===== src/rtl/lane_hit_judge.sv =====
// Judges player presses against one falling-note lane: synchronise/debounce the button,
// latch the note row once per frame, and emit hit/perfect/miss pulses plus score and combo.
// Optional build macro: JUDGE_PERFECT_EN enables the perfect sub-window (+2 score).
module lane_hit_judge #(
    parameter logic [9:0]  HIT_Y_LO     = 10'd420,
    parameter logic [9:0]  HIT_Y_HI     = 10'd470,
    parameter logic [9:0]  PERF_Y_LO    = 10'd440,
    parameter logic [9:0]  PERF_Y_HI    = 10'd455,
    parameter int unsigned DEBOUNCE_CYC = 16
) (
    input  logic        clk,
    input  logic        rst_n,
    input  logic        frame_tick,
    input  logic [9:0]  note_y,
    input  logic        note_active,
    input  logic        button,
    output logic        hit_pulse,
    output logic        perfect_pulse,
    output logic        miss_pulse,
    output logic        consume,
    output logic [15:0] score,
    output logic [7:0]  combo
);

    localparam int unsigned CNT_W = $clog2(DEBOUNCE_CYC + 1);
    localparam logic [CNT_W-1:0] DB_LAST = CNT_W'(DEBOUNCE_CYC - 1);
    localparam logic [CNT_W-1:0] DB_ONE  = CNT_W'(1);

    typedef enum logic [1:0] {
        ST_IDLE   = 2'd0,
        ST_ARMED  = 2'd1,
        ST_JUDGED = 2'd2
    } state_e;

    state_e           state_q;
    logic             sync1_q;
    logic             sync2_q;
    logic             stable_q;
    logic             stable_prev_q;
    logic             press_q;
    logic [CNT_W-1:0] db_cnt_q;
    logic [9:0]       y_lat_q;
    logic             hit_pulse_q;
    logic             perfect_pulse_q;
    logic             miss_pulse_q;
    logic             consume_q;
    logic [15:0]      score_q;
    logic [7:0]       combo_q;

    logic             in_win_s;
    logic             above_hi_s;
    logic             perf_win_s;
    logic             respawn_s;
    logic [15:0]      score_d;
    logic [7:0]       combo_d;

    function automatic logic [15:0] sat_add16(input logic [15:0] a, input logic [1:0] b);
        logic [16:0] sum;
        sum = {1'b0, a} + {15'd0, b};
        return sum[16] ? 16'hFFFF : sum[15:0];
    endfunction

    function automatic logic [7:0] sat_inc8(input logic [7:0] a);
        return (a == 8'hFF) ? 8'hFF : (a + 8'd1);
    endfunction

`ifdef JUDGE_PERFECT_EN
    assign perf_win_s = (y_lat_q >= PERF_Y_LO) && (y_lat_q <= PERF_Y_HI);
`else
    // Perfect window compiled out; the bounds stay referenced so both builds elaborate alike.
    assign perf_win_s = 1'b0 && (PERF_Y_LO <= PERF_Y_HI);
`endif

    // Window decode on the latched row and saturated next score/combo for a hit.
    always_comb begin
        in_win_s   = (y_lat_q >= HIT_Y_LO) && (y_lat_q <= HIT_Y_HI);
        above_hi_s = (y_lat_q > HIT_Y_HI);
        respawn_s  = frame_tick && (note_y < y_lat_q);
        if (perf_win_s) begin
            score_d = sat_add16(score_q, 2'd2);
        end else begin
            score_d = sat_add16(score_q, 2'd1);
        end
        combo_d = sat_inc8(combo_q);
    end

    // Button path: two-flop synchroniser, stability counter, registered rising-edge press.
    always_ff @(posedge clk or negedge rst_n) begin
        if (!rst_n) begin
            sync1_q       <= 1'b0;
            sync2_q       <= 1'b0;
            stable_q      <= 1'b0;
            stable_prev_q <= 1'b0;
            press_q       <= 1'b0;
            db_cnt_q      <= '0;
        end else begin
            sync1_q       <= button;
            sync2_q       <= sync1_q;
            stable_prev_q <= stable_q;
            press_q       <= stable_q & ~stable_prev_q;
            if (sync2_q == stable_q) begin
                db_cnt_q <= '0;
            end else if (db_cnt_q == DB_LAST) begin
                stable_q <= sync2_q;
                db_cnt_q <= '0;
            end else begin
                db_cnt_q <= db_cnt_q + DB_ONE;
            end
        end
    end

    // Judge FSM with registered pulses, consume flag and saturating counters.
    always_ff @(posedge clk or negedge rst_n) begin
        if (!rst_n) begin
            state_q         <= ST_IDLE;
            y_lat_q         <= 10'd0;
            hit_pulse_q     <= 1'b0;
            perfect_pulse_q <= 1'b0;
            miss_pulse_q    <= 1'b0;
            consume_q       <= 1'b0;
            score_q         <= 16'd0;
            combo_q         <= 8'd0;
        end else begin
            hit_pulse_q     <= 1'b0;
            perfect_pulse_q <= 1'b0;
            miss_pulse_q    <= 1'b0;
            if (frame_tick) begin
                y_lat_q <= note_y;
            end
            // A row moving upwards means the lane respawned: a fresh note beats everything else.
            if (respawn_s) begin
                state_q   <= ST_IDLE;
                consume_q <= 1'b0;
            end else begin
                case (state_q)
                    ST_IDLE: begin
                        if (note_active && in_win_s) begin
                            state_q <= ST_ARMED;
                        end else begin
                            state_q <= ST_IDLE;
                        end
                    end
                    ST_ARMED: begin
                        // Press is weighed against the pre-tick row, so a press on the exit tick scores.
                        if (press_q && !above_hi_s) begin
                            state_q         <= ST_JUDGED;
                            hit_pulse_q     <= 1'b1;
                            perfect_pulse_q <= perf_win_s;
                            score_q         <= score_d;
                            combo_q         <= combo_d;
                            consume_q       <= 1'b1;
                        end else if (above_hi_s) begin
                            state_q      <= ST_JUDGED;
                            miss_pulse_q <= 1'b1;
                            combo_q      <= 8'd0;
                            consume_q    <= 1'b1;
                        end else if (!note_active) begin
                            state_q <= ST_IDLE;
                        end else begin
                            state_q <= ST_ARMED;
                        end
                    end
                    ST_JUDGED: begin
                        if (!note_active) begin
                            state_q <= ST_IDLE;
                        end else begin
                            state_q <= ST_JUDGED;
                        end
                    end
                    default: begin
                        state_q <= ST_IDLE;
                    end
                endcase
            end
        end
    end

    assign hit_pulse     = hit_pulse_q;
    assign perfect_pulse = perfect_pulse_q;
    assign miss_pulse    = miss_pulse_q;
    assign consume       = consume_q;
    assign score         = score_q;
    assign combo         = combo_q;

endmodule

===== config.mk =====
export PLATFORM = sky130hd
export DESIGN_NAME = lane_hit_judge
export DESIGN_NICKNAME = d
export VERILOG_FILES = /design/src/rtl/lane_hit_judge.sv
export SDC_FILE = /design/constraint.sdc
export NUM_CORES = 1
export LEC_CHECK = 0
export ABC_AREA = 1
export CAP_MARGIN = 15
export CELL_PAD_IN_SITES_DETAIL_PLACEMENT = 1
export CELL_PAD_IN_SITES_GLOBAL_PLACEMENT = 2
export CORE_UTILIZATION = 33
export DETAILED_ROUTE_END_ITERATION = 8
export HOLD_SLACK_MARGIN = 0.03
export PLACE_DENSITY = 0.95
export SYNTH_ARGS = -nofsm -noshare
export SYNTH_HDL_FRONTEND = slang
export SYNTH_SLANG_ARGS = --single-unit

===== constraint.sdc =====
create_clock -name clk -period 3.64 [get_ports clk]
set_input_delay 0.728 -clock clk [delete_from_list [all_inputs] [get_ports clk]]
set_output_delay 0.728 -clock clk [all_outputs]
set_load 0.005 [all_outputs]

# Yosys cells after proc, flatten, opt, wreduce, memory -nomap -nowiden
# Index checks and enable logic that the tools add are counted.
[word_totals] regBits=49 inputBits=15 output_inout_bits=28 wordCells=66
[op_classes] n_bitwise=4 magnitude_cmp=4 muxes=24 n_addsub=3 reduce_logical=13 n_eq_ne=5
[ops] operator="2-to-1 mux 8 bit" count=3
[ops] operator="adder 16 x 1 -> 17 bit, second input constant" count=1
[ops] operator="2-to-1 mux 16 bit" count=1
[ops] operator="2-to-1 mux 1 bit" count=13
[ops] operator=">= comparator 10 x 9 -> 1 bit, second input constant" count=1
[ops] operator="> comparator 10 x 9 -> 1 bit, second input constant" count=1
[ops] operator="<= comparator 10 x 9 -> 1 bit, second input constant" count=1
[ops] operator="less-than comparator 10 bit" count=1
[ops] operator="2-to-1 mux 5 bit" count=2
[ops] operator="adder 8 x 1 -> 8 bit, second input constant" count=1
[ops] operator="== test 8 bit, second input constant" count=1
[ops] operator="2-to-1 mux 2 bit" count=4
[ops] operator="one-hot mux 2 bit (3 select lines)" count=1
[ops] operator="AND reduction 3 bit" count=2
[ops] operator="adder 5 x 1 -> 5 bit, second input constant" count=1
[ops] operator="== test 5 x 4 -> 1 bit, second input constant" count=1
[ops] operator="logical AND 1 bit" count=4
[ops] operator="AND reduction 2 bit" count=2
[ops] operator="nonzero test 2 bit" count=2
[ops] operator="NOT 1 bit" count=3
[ops] operator="nonzero test 3 bit" count=1
[ops] operator="== test 2 x 1 -> 1 bit, second input constant" count=1
[ops] operator="== test 2 bit, second input constant" count=1
[ops] operator="zero test 2 bit" count=1
[ops] operator="other kinds (3)" count=3

# Logic depth before layout (Yosys ltp)
# Gate-level depths: netlist of the first run.
[logic_depth] word_depth=6 ltp_mapped=13 ltp_nobuf=12

# Least setup slack after synthesis of the first run
# Ideal clock, no wire load.
[synth_timing] path_kind="input-to-reg" startpoint="in note_y[9]" endpoint="reg score_q[6], in the netlist score[6]" arrival_time_ns=1.825 slack_ns=1.698 n_path_buf=1 t_required_ns=3.523 stages=9 setup_time_ns=0.117 path_cell_list="ha_1 > nand2_1 > nor2_1 > nand3_1 > nand3_2 > nand3_2 > buf_2 > nand2_1 > nand2_1"
[synth_via] elab_chain_cells=4
[synth_rtl] item="start, declared" line_no="14" text="input logic [9:0] note_y,"
[synth_rtl] item="less-than comparator 10 bit" line_no="78" text="respawn_s = frame_tick && (note_y < y_lat_q);"
[synth_rtl] item="logical AND 1 bit" line_no="78"
[synth_rtl] item="NOT 1 bit (no source line)"
[synth_rtl] item="AND reduction 3 bit (no source line)"
[synth_rtl] item="end signal, assigned" line_no="149" text="score_q <= score_d;"
[synth_rtl] item="end, declared" line_no="47" text="logic [15:0] score_q;"
# No other way between the ends.
# A chain may end at the register's enable or synchronous reset.

# Worst setup path after layout of the first run
[layout_timing] startpoint="in note_y[9]" endpoint="reg score_q[10], in the netlist score[10]"
# The elaborated chain is that of the path after synthesis.

==> flow_summary_export.csv, run 1 <==
group,metric,value,unit
worst_setup_path,r2r_slack,1.69,ns
sta,timing.final.crit_share,65.3,%
floorplanning,rows,33,
worst_setup_path,crit_top_cell,"nand2_1",
power_and_ir_drop,power.leakage,1.75,nW
yosys,syn_inst,386,
yosys,synth_warnings,0,
clock_tree,clock_sinks,49,
run_status,outcome,"complete, no violations",
worst_setup_path,worstPathArrival,2.56,ns
worst_setup_path,cpMaxStageDelayCell,"clkdlybuf4s50_1",
global_routing,grtUsageTotal,18.0,%
yosys,syn_avg_cell_area,7.43,sq um
clock_tree,htree_num_levels,2,
clock_tree,clkTransAtPathRegs,0.09,ns
floorplanning,core_area,8300,sq um
detailed_routing,via_count,2566,
worst_setup_path,regToRegEndpoint,"score[10]",
worst_setup_path,crit_required,3.83,ns
finish,drive_above_1_share,7.67,%
global_routing,grt_pass1_vias,2720,
finish,final_nets,457,
sta,finalSetupTns,0,ns
yosys,ys_top_cells_by_area,"dfrtp_1 43%, nand2_1 20%, ha_1 5.2%",
floorplanning,die-area,9070,sq um
detailed_routing,drc,0,
worst_setup_path,path_max_fanout,16,
worst_setup_path,endpoint_kind,"flip-flop",
yosys,synthDominantCellAreaShare,42.8,%
sta,tightest_slew,0.815,ns
place,hpwl,5430,um
worst_setup_path,cp_num_cells,9,
clock_tree,cts_hold_buf,0,
worst_setup_path,reg2regPathDepth,9,
clock_tree,numCtsBuffers,5,
power_and_ir_drop,powerDensity,295,nW/um^2
power_and_ir_drop,p_total,0.00102,W
sta,hold_viol_final,0,
floorplanning,die_w,95.2,um
clock_tree,cts_root_buf,"clkbuf_8",
worst_setup_path,cp_cell_sequence,"clkdlybuf4s50_1 -> ha_1 -> nand2_1 -> nor2_1 -> nand3_1 -> nand3_2 -> nand3_2 -> nand2_1 -> nand2_1",
yosys,synth_seq_area_share,42.8,%
clock_tree,clk_latency,0.30,ns
yosys,async_reset_ff_share,100,%
detailed_routing,ant_nets,0,
sta,fmax,421,MHz
clock_tree,post_cts_buffers,0,
detailed_routing,drtIter0Drc,95,
clock_tree,ctsResizeCount,0,
worst_setup_path,crit_buf_inv,1,
place,dp_cells,528,
worst_hold_path,holdCritPathClass,"reg -> reg",
worst_setup_path,path_delay_family,"simple AND/OR/NAND/NOR gates",
sta,final.min_clock_period,2.38,ns
global_routing,antenna_found_initial,0,
place,gp_congestion,0.761,
finish,fin_cells,535,
yosys,yosysTopAreaCell,"dfrtp_1",
yosys,synth_cell_types,34,
power_and_ir_drop,ir_worst_vdd,0.000129,V
clock_tree,cts_tree,"built",
sta,drv_slew,0,
finish,num_antenna_cells,0,
detailed_routing,firstDrtPassIters,4,
floorplanning,io_pins,43,
sta,skew,0.00536,ns
worst_setup_path,crit_path_max_incr_delay,0.43,ns
worst_setup_path,crit_path_end,"score[10]",
job,cap_violations,0,
detailed_routing,post_drt_wl_per_cell,13.5,um
floorplanning,start_util,34.6,%
detailed_routing,viasPerCell,4.80,
sta,setup_violations,0,
worst_setup_path,cp-startpoint,"note_y[9]",
worst_setup_path,critical_path_class,"in -> reg",
yosys,syn_area,2870,sq um
yosys,synth_ff_type,"dfrtp_1",
detailed_routing,routed_wl,7220,um
sta,rsz0062_at_grt,"false",
clock_tree,clk_path_buf_depth,2,
yosys,synth_seq_cells,49,
place,port_buffers,41,
yosys,syn_nets,413,
yosys,synth-edff-count,0,
worst_setup_path,setup.worst_path.start_class,"primary input",
worst_hold_path,min_path_cells,0,
global_routing,overflow,0,
global_routing,grt_pass1_wl,12700,um
worst_setup_path,r2r_start,"y_lat_q[9]",
floorplanning,fp.dieH,95.2,um
global_routing,grt_max_degree,36,
sta,slew_headroom,45.7,%
finish,syn_to_final_growth,20.6,%
-- registers in the layout, summed over array words and instances (netlist names) --
register       cells
score             16
stable_q           1
combo              8
stable_prev_q      1
sync2_q            1
sync1_q            1
hit_pulse          1
consume            1
miss_pulse         1
db_cnt_q           5
y_lat_q           10
press_q            1
state_q            2
-- cells in the mapped netlist (5+ instances only) --
cell type and number:
ha_1 12, nand3_2 9, inv_1 39, o21ai_0 18, nor2_1 38, a21oi_1 7, nand2_1 156, nand4_1 5
dfrtp_1 49, nand3_1 17
-- area by class of cell --
type | instances | area (sq um)
Timing Repair Buffer | 44 | 428
Multi-Input combinational cell | 289 | 1430
Inverter | 41 | 154
Tap cell | 105 | 131
Clock buffer | 7 | 86.3
Sequential cell | 49 | 1230
Fill cell | 1046 | 4840
-- worst register-to-register path, delay by kind of cell (launching register included) --
family	cells	cell delay, ns
fa+ha+maj	1	0.29
buf+inv	1	0.07
flops	1	0.38
simple gates	7	1.10
-- per-stage QoR --
step                setup slack (ns)  hold slack, ns  instance area, sq um  util [%]
floorplan                       1.70           0.331                  2870         -
global placement                1.06           0.335                  3370      40.6
detailed placement             0.914           0.340                  3370      40.6
CTS                             1.24           0.362                  3460      41.7
global route                    1.15           0.367                  3460      41.7
finish                          1.26           0.358                  3460      41.7
-- worst min path at each step --
stage | from | to | slack [ns]
finish | sync1_q | sync2_q | 0.36
global route | sync1_q | sync2_q | 0.37
CTS | sync1_q | sync2_q | 0.36
detailed placement | sync1_q | sync2_q | 0.34
global placement | sync1_q | sync2_q | 0.34
floorplan | sync1_q | sync2_q | 0.33
-- cells by family (layout without fill, tap and decap cells) --
group                    count (synthesis)  count (layout)  synth area share (%)
AND/OR/NAND/NOR                        244             244                  38.2
flip-flops                              49              49                  42.8
buffers and inverters                   48              92                  7.24
AO/OA/AOI/OAI                           28              28                  5.19
adder cells (fa/ha/maj)                 12              12                  5.24
XOR/XNOR                                 4               4                  1.22
other                                    1               1                 0.131
-- cell usage in the layout, fill, tap and decap left out --
cell type,netlist,layout
a21oi_1,7,7
and3_1,1,1
buf_2,1,1
buf_4,1,3
clkbuf_1,2,1
clkbuf_8,0,6
clkdlybuf4s50_1,0,40
conb_1,1,1
dfrtp_1,49,49
ha_1,12,12
inv_1,39,39
inv_2,2,2
nand2_1,156,156
nand2_2,3,3
nand3_1,17,17
nand3_2,9,9
nand3_4,1,1
nand3b_1,2,2
nand3b_4,1,1
nand4_1,5,5
nor2_1,38,38
nor2_2,2,2
nor2_4,1,1
nor3_1,3,3
nor3_2,1,1
nor3_4,1,1
o211ai_1,1,1
o21a_1,1,1
o21ai_0,18,18
o21ai_2,1,1
or2_0,1,1
or2_1,1,1
or2_2,1,1
xnor2_1,2,2
xor2_1,2,2
-- routing by layer --
layer | GRT usage, % | share of wire, % | vias to the layer above
met5 | 0 | 0 | -
met4 | 3.41 | 0.55 | 0
met3 | 3.35 | 2.8 | 4
met2 | 32.4 | 50 | 35
met1 | 22.3 | 47 | 1240
li1 | - | - | 1287
-- power breakdown --
part | switching, W | internal [W] | leakage (nW)
logic | 0.0000706 | 0.0000468 | 1.05
clock network | 0.000179 | 0.000151 | 0.0443
registers | 0.0000110 | 0.000562 | 0.657
total | 0.000261 | 0.000760 | 1.75
No activity file was read; power rests on OpenSTA's default activity.
==> inputs of run 2 (changes only) <==
CORE_UTILIZATION = 28   (was 33)
PLACE_DENSITY = 0.88   (was 0.95)
clock period = 1.95 ns   (was 3.64 ns; I/O delays follow)
==> flow_summary_export.csv, run 2 (synthesis gave the netlist of run 1 again) <==
group,metric,value,unit
run_status,outcome,"complete, no violations",
clock_tree,cts_tree,"built",
worst_setup_path,worstPathArrival,2.13,ns
clock_tree,cts_root_buf,"clkbuf_8",
floorplanning,start_util,29.1,%
floorplanning,die-area,10700,sq um
detailed_routing,firstDrtPassIters,4,
global_routing,grt_pass1_wl,12100,um
clock_tree,clk_latency,0.31,ns
global_routing,overflow,0,
worst_hold_path,holdCritPathClass,"in -> async",
global_routing,antenna_found_initial,0,
worst_setup_path,regToRegEndpoint,"score[7]",
finish,fillCellCount,1208,
finish,num_antenna_cells,0,
floorplanning,io_pins,43,
sta,final.min_clock_period,1.88,ns
clock_tree,post_cts_buffers,0,
floorplanning,die_w,103,um
sta,fmax,533,MHz
power_and_ir_drop,ir_worst_vdd,0.000229,V
power_and_ir_drop,power.leakage,1.80,nW
finish,largest_reg_flops,16,
clock_tree,numCtsBuffers,5,
finish,final_nets,462,
detailed_routing,drc,0,
global_routing,grtUsageTotal,14.5,%
sta,finalSetupTns,0,ns
global_routing,grt_pass1_vias,2651,
sta,skew,0.0138,ns
worst_setup_path,r2r_start,"y_lat_q[9]",
clock_tree,clk_path_buf_depth,2,
power_and_ir_drop,powerDensity,542,nW/um^2
sta,hold_viol_final,0,
worst_setup_path,endpoint_kind,"flip-flop",
finish,syn_to_final_growth,27.2,%
power_and_ir_drop,p_total,0.00198,W
job,cap_violations,0,
sta,setup_violations,0,
worst_setup_path,crit_required,2.20,ns
finish,final_util,37.0,%
finish,multi_input_area,1490,sq um
detailed_routing,post_drt_wl_per_cell,12.6,um
worst_setup_path,path_max_fanout,11,
worst_setup_path,setup.worst_path.start_class,"primary input",
global_routing,grt_max_degree,50,
place,place_area,3480,sq um
place,gp_congestion,0.775,
worst_setup_path,critical_path_class,"in -> reg",
finish,seq_area,1230,sq um
finish,drive_above_1_share,11.2,%
global_routing,use_met2,25.8,%
clock_tree,clock_sinks,49,
sta,timing.final.crit_share,96.3,%
finish,final_common_cell,"nand2_1",
global_routing,met1_usage,17.9,%
clock_tree,clkTransAtPathRegs,0.10,ns
detailed_routing,ant_nets,0,
floorplanning,fp.dieH,103,um
detailed_routing,routed_wl,7190,um
detailed_routing,drtIter0Drc,83,
detailed_routing,viasPerCell,4.57,
clock_tree,htree_num_levels,2,
worst_setup_path,reg2regPathDepth,11,
worst_setup_path,r2r_slack,0.22,ns
detailed_routing,via_count,2598,
clock_tree,cts_hold_buf,0,
sta,drv_slew,0,
global_routing,grt_use_met3,2.35,%
place,port_buffers,41,
global_routing,busiest_layer,"met2",
finish,layout_common_cells,"154 x nand2_1, 49 x dfrtp_1, 40 x clkdlybuf4s50_1, 39 x inv_1, 34 x nor2_1",
floorplanning,rows,36,
floorplanning,core_area,9860,sq um
place,hpwl,5320,um
finish,finish.instance_area,3650,sq um
-- run 2: routing by layer --
layer	wire (um)	share of wire [%]	vias up
li1	-	-	1300
met1	3360	47	1240
met2	3470	48	45
met3	207	2.9	13
met4	159	2.2	0
met5	0	0	-
-- run 2: per-stage QoR --
| step | setup WS, ns | std cells | hold slack [ns] |
|---|---|---|---|
| 5_1_grt | -0.0194 | 569 | 0.0716 |
| 3_3_place_gp | -0.219 | 560 | 0.372 |
| 2_1_floorplan | 0.345 | 386 | 0.0944 |
| 4_1_cts | 0.0644 | 568 | 0.0617 |
| 3_5_place_dp | -0.256 | 560 | 0.384 |
| 6_report | 0.0725 | 569 | 0.0480 |
-- run 2: power by group --
part	internal [W]	leakage, nW	total, W	switching [W]
clock network	0.000289	0.0512	0.000653	0.000364
registers	0.00105	0.657	0.00107	0.0000206
logic	0.000105	1.09	0.000254	0.000149
total	0.00144	1.80	0.00198	0.000534
-- run 2: worst max-delay path by stage --
stage / startpoint / to / slack (ns) / depth (start not counted)
global route: note_y[7] / score[10] / -0.02 / 11
floorplan: y_lat_q[9] / score[6] / 0.34 / 10
CTS: note_y[9] / state_q[1] / 0.06 / 9
detailed placement: note_y[9] / state_q[1] / -0.26 / 9
finish: note_y[5] / score[6] / 0.07 / 11
global placement: note_y[9] / state_q[1] / -0.22 / 9
-- run 2: area by class of cell --
cell class,count,area share (%)
multi-input combinational,289,40.7
sequential,49,33.6
timing repair buffer,49,14.3
tap,133,4.56
inverter,41,4.22
clock buffer,6,2.26
clock inverter,2,0.377
-- run 2: worst max-delay path, cell delays in order --
cell and delay, ns:
clkdlybuf4s50_1 0.45, ha_1 0.33, nand2_1 0.08, nor2_2 0.14, nand3_2 0.13, nand2_2 0.11
nor2_4 0.04, nor2_4 0.15, clkbuf_16 0.19, nand2_1 0.06, nand2_1 0.06
-- run 2: repair_timing --
| item | 4_1_cts | 5_1_grt |
|---|---|---|
| hold endpoints to repair | 0 | 0 |
| gates resized for setup | 0 | 13 |
| endpoints found under the setup margin | 0 | 26 |
==> inputs of run 3 (changes only) <==
ABC_CLOCK_PERIOD_IN_PS = 1950   (was unset)
SKIP_CTS_REPAIR_TIMING = 1   (was unset)
TNS_END_PERCENT = 1   (was unset)
==> flow_summary_export.csv, run 3 (synthesis gave the netlist of run 1 again) <==
group,metric,value,unit
run_status,outcome,"complete, no violations",
worst_setup_path,path_max_fanout,22,
place,gp_congestion,0.775,
floorplanning,io_pins,43,
global_routing,grtUsageTotal,14.5,%
floorplanning,core_area,9860,sq um
finish,syn_to_final_growth,25.2,%
global_routing,grt_max_degree,50,
finish,drive_above_1_share,9.89,%
sta,rsz0062_at_grt,"true",
clock_tree,cts_root_buf,"clkbuf_8",
detailed_routing,ant_nets,0,
sta,worst_slack,0.102,ns
finish,final_common_cell,"nand2_1",
clock_tree,clkTransAtPathRegs,0.10,ns
clock_tree,htree_num_levels,2,
global_routing,grt_pass1_wl,12100,um
clock_tree,cts_tree,"built",
sta,hold_viol_final,0,
finish,layout_common_cells,"156 x nand2_1, 49 x dfrtp_1, 40 x clkdlybuf4s50_1, 39 x inv_1, 35 x nor2_1",
global_routing,antenna_found_initial,0,
finish,largest_reg_flops,16,
power_and_ir_drop,clockPowerShare,33.2,%
detailed_routing,routed_wl,7020,um
power_and_ir_drop,powerDensity,546,nW/um^2
global_routing,overflow,0,
worst_setup_path,endpoint_kind,"flip-flop",
detailed_routing,firstDrtPassIters,4,
finish,final_util,36.4,%
clock_tree,numCtsBuffers,5,
worst_setup_path,critical_path_class,"in -> reg",
power_and_ir_drop,power.leakage,1.79,nW
detailed_routing,via_count,2584,
worst_setup_path,crit_top_cell,"nand2_1",
floorplanning,rows,36,
power_and_ir_drop,intPower,0.00144,W
floorplanning,die-area,10700,sq um
power_and_ir_drop,p_seq_share,54.5,%
worst_setup_path,setup.worst_path.start_class,"primary input",
worst_setup_path,cp_cell_sequence,"clkdlybuf4s50_1 -> ha_1 -> nand2_1 -> nor2_1 -> nand3_1 -> nand2_1 -> nor2_2 -> nor2_2 -> buf_12 -> nand2_1 -> nand2_1",
detailed_routing,viasPerCell,4.55,
detailed_routing,drc,0,
finish,multi_input_area,1450,sq um
sta,setup_violations,0,
worst_setup_path,crit_path_max_incr_delay,0.45,ns
worst_setup_path,crit_required,2.20,ns
power_and_ir_drop,switchingPower,0.000522,W
clock_tree,clock_sinks,49,
clock_tree,clk_latency,0.30,ns
floorplanning,start_util,29.1,%
sta,fmax,541,MHz
finish,final_nets,461,
place,hpwl,5320,um
global_routing,grt_pass1_vias,2651,
worst_setup_path,regToRegEndpoint,"score[2]",
job,cap_violations,0,
power_and_ir_drop,switching_share,26.6,%
worst_setup_path,r2r_start,"score[0]",
sta,final.min_clock_period,1.85,ns
worst_setup_path,worstPathArrival,2.10,ns
worst_hold_path,holdCritPathClass,"in -> async",
worst_setup_path,cpMaxStageDelayCell,"clkdlybuf4s50_1",
sta,timing.final.crit_share,94.8,%
clock_tree,clk_path_buf_depth,2,
finish,fillCellCount,1211,
detailed_routing,post_drt_wl_per_cell,12.4,um
floorplanning,die_w,103,um
worst_setup_path,r2r_slack,0.19,ns
sta,skew,0.0121,ns
floorplanning,fp.dieH,103,um
worst_setup_path,reg2regPathDepth,9,
power_and_ir_drop,ir_worst_vdd,0.000232,V
detailed_routing,drtIter0Drc,83,
power_and_ir_drop,combPwrFrac,12.3,%
finish,seq_area,1230,sq um
sta,drv_slew,0,
place,post-place-ws,-0.256,ns
place,port_buffers,41,
finish,num_antenna_cells,0,
[run 3: cell type report]
cell class              count  area share (%)
multi-input cells         289            40.5
flip-flops and latches     49            34.1
repair buffers             48            13.8
well taps                 133            4.63
inverters                  41            4.29
clock buffers               6            2.30
clock inverters             2           0.383
[run 3: worst max-delay path by stage]
stage / to / cells after the start / start
after floorplan: score[6] / 10 / y_lat_q[9]
after global placement: state_q[1] / 9 / note_y[9]
after detailed placement: state_q[1] / 9 / note_y[9]
after CTS: state_q[1] / 9 / note_y[9]
after global routing: score[3] / 11 / note_y[9]
final: score[13] / 11 / note_y[5]
[run 3: per-layer routing]
| metal | GRT usage, % | part of all wire [%] | vias up |
|---|---|---|---|
| li1 | - | - | 1294 |
| met3 | 2.35 | 3.0 | 11 |
| met4 | 4.98 | 1.9 | 0 |
| met1 | 17.9 | 47 | 1234 |
| met5 | 0 | 0 | - |
| met2 | 25.8 | 49 | 45 |
[run 3: critical path: cells and delay by family]
kind | cells | cell delay (ns)
fa+ha+maj | 1 | 0.33
simple gates | 8 | 0.74
buf+inv | 2 | 0.63
[run 3: stage by stage]
stage          cell area, sq um  total power (W)  hold WS [ns]  cells  setup TNS [ns]
2_1_floorplan              2870          0.00121        0.0944    386               0
3_3_place_gp               3480          0.00132         0.372    560           -5.03
3_5_place_dp               3480          0.00133         0.384    560           -6.51
4_1_cts                    3570          0.00199        0.0617    568               0
5_1_grt                    3590          0.00206        0.0716    568          -0.162
6_report                   3590          0.00196        0.0500    568               0
[run 3: power by group through the flow]
stage | sequential (W) | combinational [W] | clock [W]
floorplan | 0.00108 | 0.000125 | 0
global placement | 0.00109 | 0.000229 | 0
detailed placement | 0.00109 | 0.000238 | 0
CTS | 0.00107 | 0.000239 | 0.000683
global route | 0.00107 | 0.000282 | 0.000707
finish | 0.00107 | 0.000242 | 0.000650
